### src/rtl/multicycle_ctrl.sv
// Multicycle MIPS control FSM: registered state, outputs decoded from state (plus mem_ready gating).
// Optional memory watchdog enabled by defining CTRL_TIMEOUT_EN.
module multicycle_ctrl #(
    parameter int              OP_W        = 5,
    parameter logic [OP_W-1:0] OP_ADD      = 5'd0,
    parameter logic [OP_W-1:0] OP_ADDI     = 5'd1,
    parameter logic [OP_W-1:0] OP_LW       = 5'd2,
    parameter logic [OP_W-1:0] OP_SW       = 5'd3,
    parameter logic [OP_W-1:0] OP_BEQ      = 5'd4,
    parameter logic [OP_W-1:0] OP_B        = 5'd5,
    parameter int              TIMEOUT_CYC = 16
) (
    input  logic            clock,
    input  logic            reset,
    input  logic [OP_W-1:0] op,
    input  logic            mem_ready,
    output logic [3:0]      state,
    output logic            imem_read,
    output logic            mem_read,
    output logic            mem_write,
    output logic            iord,
    output logic            ir_write,
    output logic            pc_write,
    output logic            pc_write_cond,
    output logic [1:0]      pc_source,
    output logic            alu_src_a,
    output logic [1:0]      alu_src_b,
    output logic [1:0]      alu_op,
    output logic            reg_dst,
    output logic            reg_write,
    output logic            mem_to_reg,
    output logic            instr_done,
    output logic            illegal_op,
    output logic            mem_timeout
);

    typedef enum logic [3:0] {
        IDLE     = 4'd0,
        FETCH    = 4'd1,
        DECODE   = 4'd2,
        MEM_ADDR = 4'd3,
        MEM_LW   = 4'd4,
        MEM_SW   = 4'd5,
        ADDI_WB  = 4'd6,
        EXEC     = 4'd7,
        RTYPE_WB = 4'd8,
        BRANCH   = 4'd9,
        JUMP     = 4'd10,
        LW_WB    = 4'd11
    } state_t;

    state_t cur;
    state_t base_next;
    state_t nxt;
    logic   in_wait;
    logic   timeout_hit;

    assign state   = cur;
    assign in_wait = (cur == FETCH) || (cur == MEM_LW) || (cur == MEM_SW);

    // Sequencing ignoring the watchdog; undefined encodings recover to FETCH.
    always_comb begin
        base_next = FETCH;
        case (cur)
            IDLE:     base_next = FETCH;
            FETCH:    base_next = mem_ready ? DECODE : FETCH;
            DECODE: begin
                if (op == OP_ADD) begin
                    base_next = EXEC;
                end else if ((op == OP_ADDI) || (op == OP_LW) || (op == OP_SW)) begin
                    base_next = MEM_ADDR;
                end else if (op == OP_BEQ) begin
                    base_next = BRANCH;
                end else if (op == OP_B) begin
                    base_next = JUMP;
                end else begin
                    base_next = FETCH;
                end
            end
            MEM_ADDR: begin
                if (op == OP_LW) begin
                    base_next = MEM_LW;
                end else if (op == OP_SW) begin
                    base_next = MEM_SW;
                end else if (op == OP_ADDI) begin
                    base_next = ADDI_WB;
                end else begin
                    base_next = FETCH;
                end
            end
            MEM_LW:   base_next = mem_ready ? LW_WB : MEM_LW;
            MEM_SW:   base_next = mem_ready ? FETCH : MEM_SW;
            ADDI_WB:  base_next = FETCH;
            EXEC:     base_next = RTYPE_WB;
            RTYPE_WB: base_next = FETCH;
            BRANCH:   base_next = FETCH;
            JUMP:     base_next = FETCH;
            LW_WB:    base_next = FETCH;
            default:  base_next = FETCH;
        endcase
    end

`ifdef CTRL_TIMEOUT_EN
    localparam int CNT_W = $clog2(TIMEOUT_CYC + 1);
    logic [CNT_W-1:0] wait_cnt;

    // A completing access in the last allowed cycle takes priority over the abort.
    assign timeout_hit = in_wait && !mem_ready && (wait_cnt == CNT_W'(TIMEOUT_CYC - 1));

    // Consecutive stalled cycles in the current wait state.
    always_ff @(posedge clock or posedge reset) begin
        if (reset) begin
            wait_cnt <= '0;
        end else if (!in_wait || mem_ready || timeout_hit || (nxt != cur)) begin
            wait_cnt <= '0;
        end else begin
            wait_cnt <= wait_cnt + CNT_W'(1);
        end
    end
`else
    assign timeout_hit = 1'b0;
`endif

    assign nxt = timeout_hit ? FETCH : base_next;

    // State register; reset returns to IDLE immediately.
    always_ff @(posedge clock or posedge reset) begin
        if (reset) begin
            cur <= IDLE;
        end else begin
            cur <= nxt;
        end
    end

    // Datapath strobes from the current state; only FETCH/MEM_SW commit on mem_ready.
    always_comb begin
        imem_read     = 1'b0;
        mem_read      = 1'b0;
        mem_write     = 1'b0;
        iord          = 1'b0;
        ir_write      = 1'b0;
        pc_write      = 1'b0;
        pc_write_cond = 1'b0;
        pc_source     = 2'd0;
        alu_src_a     = 1'b0;
        alu_src_b     = 2'd0;
        alu_op        = 2'd0;
        reg_dst       = 1'b0;
        reg_write     = 1'b0;
        mem_to_reg    = 1'b0;
        instr_done    = 1'b0;
        illegal_op    = 1'b0;
        mem_timeout   = timeout_hit;
        case (cur)
            FETCH: begin
                imem_read = 1'b1;
                alu_src_b = 2'd1;
                ir_write  = mem_ready;
                pc_write  = mem_ready;
            end
            DECODE: begin
                alu_src_b  = 2'd3;
                illegal_op = (op != OP_ADD) && (op != OP_ADDI) && (op != OP_LW) &&
                             (op != OP_SW) && (op != OP_BEQ) && (op != OP_B);
            end
            MEM_ADDR: begin
                alu_src_a = 1'b1;
                alu_src_b = 2'd2;
            end
            MEM_LW: begin
                mem_read = 1'b1;
                iord     = 1'b1;
            end
            MEM_SW: begin
                iord       = 1'b1;
                mem_write  = 1'b1;
                instr_done = mem_ready;
            end
            ADDI_WB: begin
                reg_write  = 1'b1;
                instr_done = 1'b1;
            end
            EXEC: begin
                alu_src_a = 1'b1;
                alu_op    = 2'd2;
            end
            RTYPE_WB: begin
                reg_write  = 1'b1;
                reg_dst    = 1'b1;
                instr_done = 1'b1;
            end
            BRANCH: begin
                alu_src_a     = 1'b1;
                alu_op        = 2'd1;
                pc_write_cond = 1'b1;
                pc_source     = 2'd1;
                instr_done    = 1'b1;
            end
            JUMP: begin
                pc_write   = 1'b1;
                pc_source  = 2'd2;
                instr_done = 1'b1;
            end
            LW_WB: begin
                reg_write  = 1'b1;
                mem_to_reg = 1'b1;
                instr_done = 1'b1;
            end
            default: begin
                imem_read = 1'b0;
            end
        endcase
    end

endmodule
### config.mk
export PLATFORM = sky130hd
export DESIGN_NAME = multicycle_ctrl
export DESIGN_NICKNAME = d
export VERILOG_FILES = /design/src/rtl/multicycle_ctrl.sv
export SDC_FILE = /design/constraint.sdc
export NUM_CORES = 1
export LEC_CHECK = 0
export BUFFER_PORTS_ARGS = -buffer_cell sky130_fd_sc_hd__buf_2
export CAP_MARGIN = 20
export CORE_AREA = 2 2 39 41
export DETAILED_ROUTE_END_ITERATION = 8
export DIE_AREA = 0 0 41 43
export HOLD_SLACK_MARGIN = 0.08
export PLACE_DENSITY = 0.8
export SLEW_MARGIN = 5
export SYNTH_ARGS = -nofsm -noshare
export SYNTH_HDL_FRONTEND = slang
export SYNTH_SLANG_ARGS = --single-unit
### constraint.sdc
create_clock -name clock -period 2.7 [get_ports clock]
set_input_delay 0.405 -clock clock [delete_from_list [all_inputs] [get_ports clock]]
set_output_delay 0.405 -clock clock [all_outputs]
set_load 0.02 [all_outputs]
==> impl_metrics.yaml, run 1 <==
outcome:
  outcome: "finished clean"
routing:
  vias_per_cell: 5.16
  wl_per_cell_um: 11.7
  routed_wirelength_um: 1270
  vias: 557
  firstDrtPassIters: 4
  drtIter0Drc: 8
  ant_nets: 0
  drc: 0
floorplanning:
  die_h_um: 43
  start_util_pct: 36.1
  dieArea_um2: 1760
  chipWidth_um: 41
  core.rowCount: 14
  io_pins: 32
  coreArea_um2: 1380
sta:
  fin_crit_ps: 2210
  worstMarginPinSlew_ps: 530
  finalSetupViolations: 0
  finalSetupTns_ps: 0
  report.final.slew_viol_count: 0
  slew_headroom_pct: 64.4
  timing.final.crit_share_pct: 81.9
  rsz0062_at_grt: "false"
  hold_violations: 0
  fmax_ghz: 0.452
  fin_skew_ps: 5.10
clocking:
  clockBufferDepth: 2
  cts.sinks: 4
  cts_tree: "built"
  root_buffer: "clkbuf_4"
  clk_pin_slew_ps: 40
  h-tree-depth: 1
  insertion_delay_ps: 230
  cts.repair.resized: 0
  numCtsBuffers: 3
  post-cts-setup-buffer-count: 0
  hold_buffers: 1
synth:
  syn-mean-instance-area_um2: 7.92
  yosysSeqAreaShare_pct: 20.1
  ys_warn_count: 0
  synth_edf_count: 0
  ys_types: 30
  synth_nets: 71
  syn_inst: 63
  synth_flop_cell: "dfrtp_1"
  ys_ff_latch: 4
  synthArstFlopShare_pct: 100
  syn_area_um2: 499
global_route:
  grtUsageTotal_pct: 15.3
  grt_antenna_before_repair: 0
  grt_max_degree: 15
  overflow: 0
  grt_pass1_wl_um: 1840
  grt_pass1_vias: 455
power_and_ir_drop:
  p_leak_nw: 0.365
  vdd_ir_drop_max_mv: 0.289
  power_density_nw_per_um2: 789
finish:
  layout_commonest_cell: "buf_2"
  largest_reg_flops: 4
  diodes: 0
  final_cells: 108
  areaGrowthSynthToFinish_pct: 31.6
  final_net_count: 102
  drive_gt1_share_pct: 43.5
  mostFrequentLayoutCells: "30 x buf_2, 8 x nor2_1, 6 x nand2_1"
worst_setup_path:
  critPathMaxFanout: 14
  crit_arrival_ps: 1810
  required_ps: 2300
  critPathKind: "reg -> out"
  crit_path_end_kind: "output pin"
  start_kind: "flip-flop"
place:
  dp.cells: 104
  io_buffers: 30
  gp_congestion: 0.833
  dp_hpwl_um: 972
hold_path:
  hp-class: "in -> reg"
run:
  maxCapViolCount: 0
-- kinds of logic after synthesis --
family,count (synthesis),synth area share [%]
muxes,2,4.01
DFF,4,20.1
xor gates and xnor gates,2,3.51
other,1,0.751
buffers and inverters,8,11.3
and+or+nand+nor,33,43.4
AOI/OAI and AO/OA,13,17.0
-- worst max-delay path, cell delays in order, from the launching register on --
cell and delay, ps:
dfrtp_1 660, nand2b_1 220, nor3_1 270, nand2_1 150, o21ai_1 100, buf_2 180
-- metrics by stage --
step / instance area (µm²) / utilization, % / power [mW] / hold WS [ps] / setup slack, ps
after floorplan: 499 / - / 0.376 / 171 / 605
after global placement: 624 / 45.1 / 0.438 / 281 / 889
after detailed placement: 624 / 45.1 / 0.446 / 285 / 736
after CTS: 657 / 47.5 / 0.521 / 457 / 487
after global routing: 657 / 47.5 / 0.554 / 473 / 372
final: 657 / 47.5 / 0.518 / 465 / 488
-- area by class of cell --
type,instances,area [µm²]
inverters,3,11.3
flip-flops and latches,4,100
fillers,144,727
repair buffers,31,160
well taps,16,20.0
clock buffers,3,22.5
multi-input cells,51,343
-- power breakdown --
part / switching (mW) / internal [mW]
sequential: 0.0612 / 0.0740
clock: 0.0232 / 0.0496
combinational: 0.185 / 0.125
-- per-layer routing --
metal  global-route usage, %  wire (µm)  vias to the layer above
li1                        -          -                      276
met1                    17.7        555                      243
met2                    25.6        572                       34
met3                    1.57        119                        4
met4                    8.00         20                        0
met5                       0          0                        -
-- worst paths after layout --
check,from,to,slack (ps),cells after the start
worst max-delay path,state[0],pc_write,490,5
worst min-delay path,mem_ready,state[2],460,2
worst max register to register,state[0],state[0],1250,3
worst min register to register,state[3],state[0],740,2
max in group asynchronous,reset,state[3],1950,3
min in group asynchronous,reset,state[1],600,3
-- cell usage after synthesis (2+ instances only) --
cell type | number | area [µm²]
nand3_1 | 2 | 10.0
buf_6 | 2 | 22.5
nor3_1 | 2 | 10.0
nor3_2 | 2 | 20.0
nand2_1 | 6 | 22.5
nand2b_1 | 5 | 31.3
a21o_1 | 2 | 15.0
dfrtp_1 | 4 | 100
nor2_1 | 8 | 30.0
inv_1 | 3 | 11.3
mux2i_1 | 2 | 20.0
buf_4 | 3 | 22.5
a21oi_1 | 5 | 25.0
No activity file was read; power rests on OpenSTA's default activity.
==> run 2: changes to the inputs <==
- CORE_AREA: 2 2 39 41 -> default
- CORE_MARGIN: default -> 2
- CORE_UTILIZATION: default -> 36
- DIE_AREA: 0 0 41 43 -> default
- clock period: 2.7 -> 1.9 ns (I/O delays scaled with it)
==> impl_metrics.yaml, run 2 (same netlist as run 1, synthesis figures left out) <==
outcome:
  outcome: "finished clean"
sta:
  finalSetupTns_ps: 0
  fmax_ghz: 0.563
  slew_headroom_pct: 66.1
  timing.final.crit_share_pct: 93.5
  fin_crit_ps: 1780
  rsz0062_at_grt: "false"
  hold_violations: 0
  report.final.slew_viol_count: 0
  worstMarginPinSlew_ps: 505
  finalSetupViolations: 0
  fin_skew_ps: 6.01
worst_setup_path:
  required_ps: 1620
  crit_arrival_ps: 1490
  start_kind: "flip-flop"
  critPathMaxFanout: 8
  crit_path_end_kind: "output pin"
  critPathKind: "reg -> out"
floorplanning:
  chipWidth_um: 41.2
  coreArea_um2: 1300
  core.rowCount: 13
  io_pins: 32
  start_util_pct: 38.4
  die_h_um: 41.2
  dieArea_um2: 1700
clocking:
  h-tree-depth: 1
  clk_pin_slew_ps: 40
  insertion_delay_ps: 240
  root_buffer: "clkbuf_4"
  clockBufferDepth: 2
  cts.sinks: 4
  cts_tree: "built"
  post-cts-setup-buffer-count: 0
  numCtsBuffers: 3
finish:
  final_cells: 111
  diodes: 0
  mostFrequentLayoutCells: "30 x buf_2, 8 x nor2_1, 6 x nand2_1"
  final_net_count: 106
  largest_reg_flops: 4
  areaGrowthSynthToFinish_pct: 39.3
  drive_gt1_share_pct: 50.0
  num-fill-cells: 143
  layout_commonest_cell: "buf_2"
hold_path:
  hp-class: "in -> reg"
global_route:
  grt_antenna_before_repair: 0
  overflow: 0
  grt_pass1_wl_um: 2240
  grt_pass1_vias: 539
  grtUsageTotal_pct: 20.4
  grt_max_degree: 12
place:
  dp.cells: 107
  io_buffers: 30
  dp_hpwl_um: 1060
  gp_congestion: 0.864
routing:
  firstDrtPassIters: 4
  vias_per_cell: 5.22
  ant_nets: 0
  vias: 579
  drc: 0
  routed_wirelength_um: 1400
  drtIter0Drc: 11
  wl_per_cell_um: 12.6
power_and_ir_drop:
  power_density_nw_per_um2: 1150
  p_leak_nw: 0.385
  vdd_ir_drop_max_mv: 0.536
run:
  maxCapViolCount: 0
[run 2: area by class of cell]
cell class / count / area, µm² / share of cell area [%]
Clock buffer: 3 / 22.5 / 3.24
Multi-Input combinational cell: 51 / 350 / 50.4
Sequential cell: 4 / 103 / 14.7
Tap cell: 15 / 18.8 / 2.70
Inverter: 3 / 11.3 / 1.62
Timing Repair Buffer: 35 / 190 / 27.3
[run 2: timing repair]
item / CTS / global route
hold buffers: 1 / 0
setup endpoints to repair: 0 / 3
gates resized for setup: 0 / 3
endpoints found under the hold margin: 4 / 0
[run 2: critical path: stages (launching register included)]
cell,delay (ps)
dfrtp_2,450
nand2b_2,230
nor3_2,170
nand2_1,140
o21ai_1,90
buf_2,180
[run 2: worst paths after layout]
kind | startpoint | to | slack, ps | depth (start not counted)
min in group asynchronous | reset | state[2] | 470 | 3
min | mem_ready | state[2] | 350 | 2
max | state[1] | pc_write | 120 | 5
min reg2reg | state[3] | state[0] | 670 | 2
max in group asynchronous | reset | state[3] | 1250 | 3
max reg2reg | state[3] | state[0] | 580 | 4
[run 2: metal layers]
| layer | GRT usage [%] | up-vias | wire length [µm] | share of wire (%) |
|---|---|---|---|---|
| met1 | 22.7 | 263 | 578 | 41 |
| met3 | 1.63 | 0 | 109 | 7.8 |
| met5 | 0 | - | 0 | 0 |
| met4 | 9.68 | 0 | 0 | 0 |
| met2 | 38.3 | 33 | 709 | 51 |
| li1 | - | 283 | - | - |
[run 2: through the flow]
step	util (%)	power [mW]	setup WS, ps	cell area, µm²	hold slack (ps)
2_1_floorplan	-	0.539	135	504	51.1
3_3_place_gp	50.6	0.671	325	658	164
3_5_place_dp	50.6	0.681	318	658	168
4_1_cts	53.1	0.793	44.5	691	347
5_1_grt	53.5	0.860	1.37	696	378
6_report	53.5	0.797	124	696	353
[run 2: power breakdown]
group / switching [mW] / internal, mW
Clock: 0.0377 / 0.0709
Sequential: 0.0430 / 0.108
Combinational: 0.324 / 0.213
Total: 0.405 / 0.392
==> run 3: changes to the inputs <==
- MAX_ROUTING_LAYER: default -> met4
==> impl_metrics.yaml, run 3 (same netlist as run 1, synthesis figures left out) <==
finish:
  final_net_count: 106
  seqCellArea_um2: 103
  num-fill-cells: 143
  drive_gt1_share_pct: 50.0
  multi_input_area_um2: 350
  mostFrequentLayoutCells: "30 x buf_2, 8 x nor2_1, 6 x nand2_1"
  layout_commonest_cell: "buf_2"
  final_cells: 111
  largest_reg_flops: 4
  areaGrowthSynthToFinish_pct: 39.3
  diodes: 0
sta:
  slew_headroom_pct: 66.0
  finalSetupTns_ps: 0
  rsz0062_at_grt: "false"
  fin_skew_ps: 5.87
  timing.final.crit_share_pct: 93.5
  worstMarginPinSlew_ps: 506
  whs_ps: 353
  finalSetupViolations: 0
  hold_violations: 0
  fmax_ghz: 0.563
  report.final.slew_viol_count: 0
  fin_crit_ps: 1780
floorplanning:
  chipWidth_um: 41.2
  dieArea_um2: 1700
  coreArea_um2: 1300
  start_util_pct: 38.4
  io_pins: 32
  core.rowCount: 13
  die_h_um: 41.2
power_and_ir_drop:
  power_mw: 0.797
  p_leak_nw: 0.385
  power.switching_mw: 0.405
  seqPwrFrac_pct: 19.0
  netSwitchingFraction_pct: 50.8
  clock_power_share_pct: 13.6
  power_density_nw_per_um2: 1150
  power_frac_comb_pct: 67.4
  internal_power_mw: 0.392
  vdd_ir_drop_max_mv: 0.535
place:
  io_buffers: 30
  gp_congestion: 0.878
  dp.cells: 107
  dp_hpwl_um: 1060
clocking:
  clockBufferDepth: 2
  cts_tree: "built"
  h-tree-depth: 1
  cts.sinks: 4
  root_buffer: "clkbuf_4"
  insertion_delay_ps: 240
  clk_pin_slew_ps: 40
  numCtsBuffers: 3
worst_setup_path:
  start_kind: "flip-flop"
  ff2ff_path_depth: 4
  crit_path_end_kind: "output pin"
  required_ps: 1620
  crit_arrival_ps: 1490
  critPathKind: "reg -> out"
  slowest_delay_ps: 450
  critPathMaxFanout: 8
  crit_chain: "nand2b_2, nor3_2, nand2_1, o21ai_1, buf_2"
  cp_slowest_cell: "dfrtp_2"
run:
  maxCapViolCount: 0
routing:
  ant_nets: 0
  firstDrtPassIters: 4
  top_layer: "met3"
  route.met2.wl_um: 707
  routed_wirelength_um: 1400
  drtIter0Drc: 11
  vias: 575
  wl_per_cell_um: 12.6
  wl_met3_um: 98
  vias_per_cell: 5.18
  drc: 0
  wl_met1_um: 589
global_route:
  grt_antenna_before_repair: 0
  overflow: 0
  grt_max_degree: 12
  grt_pass1_vias: 543
  grtUsageTotal_pct: 21.0
  grt_pass1_wl_um: 2250
hold_path:
  hp-class: "in -> reg"
  hold_path_depth: 2
outcome:
  outcome: "finished clean"
==> run 3: cell counts in the layout (fill, tap and decap cells not counted) <==
No cell type changed its count.
==> run 3: power by group through the flow <==
stage	clock [mW]	sequential, mW	combinational [mW]
5_1_grt	0.112	0.156	0.591
2_1_floorplan	0	0.167	0.372
4_1_cts	0.109	0.146	0.538
6_report	0.108	0.151	0.537
3_5_place_dp	0	0.147	0.534
3_3_place_gp	0	0.146	0.524
==> run 3: layer usage <==
metal | vias up | global-route usage, %
met5 | - | -
met4 | 0 | 9.68
met3 | 0 | 1.63
met2 | 26 | 38.7
met1 | 266 | 22.4
li1 | 283 | -
==> run 3: area by class of cell <==
cell class | instances | share of cell area (%)
well taps | 15 | 2.70
flip-flops and latches | 4 | 14.7
multi-input cells | 51 | 50.4
clock buffers | 3 | 3.24
repair buffers | 35 | 27.3
inverters | 3 | 1.62
==> run 3: timing repair <==
action / 4_1_cts / 5_1_grt
endpoints found under the setup margin: 0 / 3
hold endpoints to repair: 4 / 0
setup buffers: 0 / 0
resized for setup: 0 / 3
hold buffers: 1 / 0
==> run 3: worst paths after layout <==
path / startpoint / endpoint / slack [ps]
max in group asynchronous: reset / state[3] / 1250
setup reg to reg: state[3] / state[0] / 570
hold reg to reg: state[3] / state[0] / 670
setup / recovery: state[1] / pc_write / 120
min in group asynchronous: reset / state[2] / 470
hold / removal: mem_ready / state[2] / 350
==> run 3: critical path: cells and delay by family (launching register included) <==
| family | cells | cell delay (ps) |
|---|---|---|
| buffers and inverters | 1 | 180 |
| flip-flops | 1 | 450 |
| AND/OR/NAND/NOR | 3 | 540 |
| AO/OA/AOI/OAI | 1 | 90 |
==> run 3: metrics by stage <==
step                utilization [%]  worst slack, ps  instance area [µm²]
floorplan                         -              135                  504
global placement               50.6              325                  658
detailed placement             50.6              318                  658
CTS                            53.1             44.5                  691
global route                   53.5             1.37                  696
finish                         53.5              124                  696
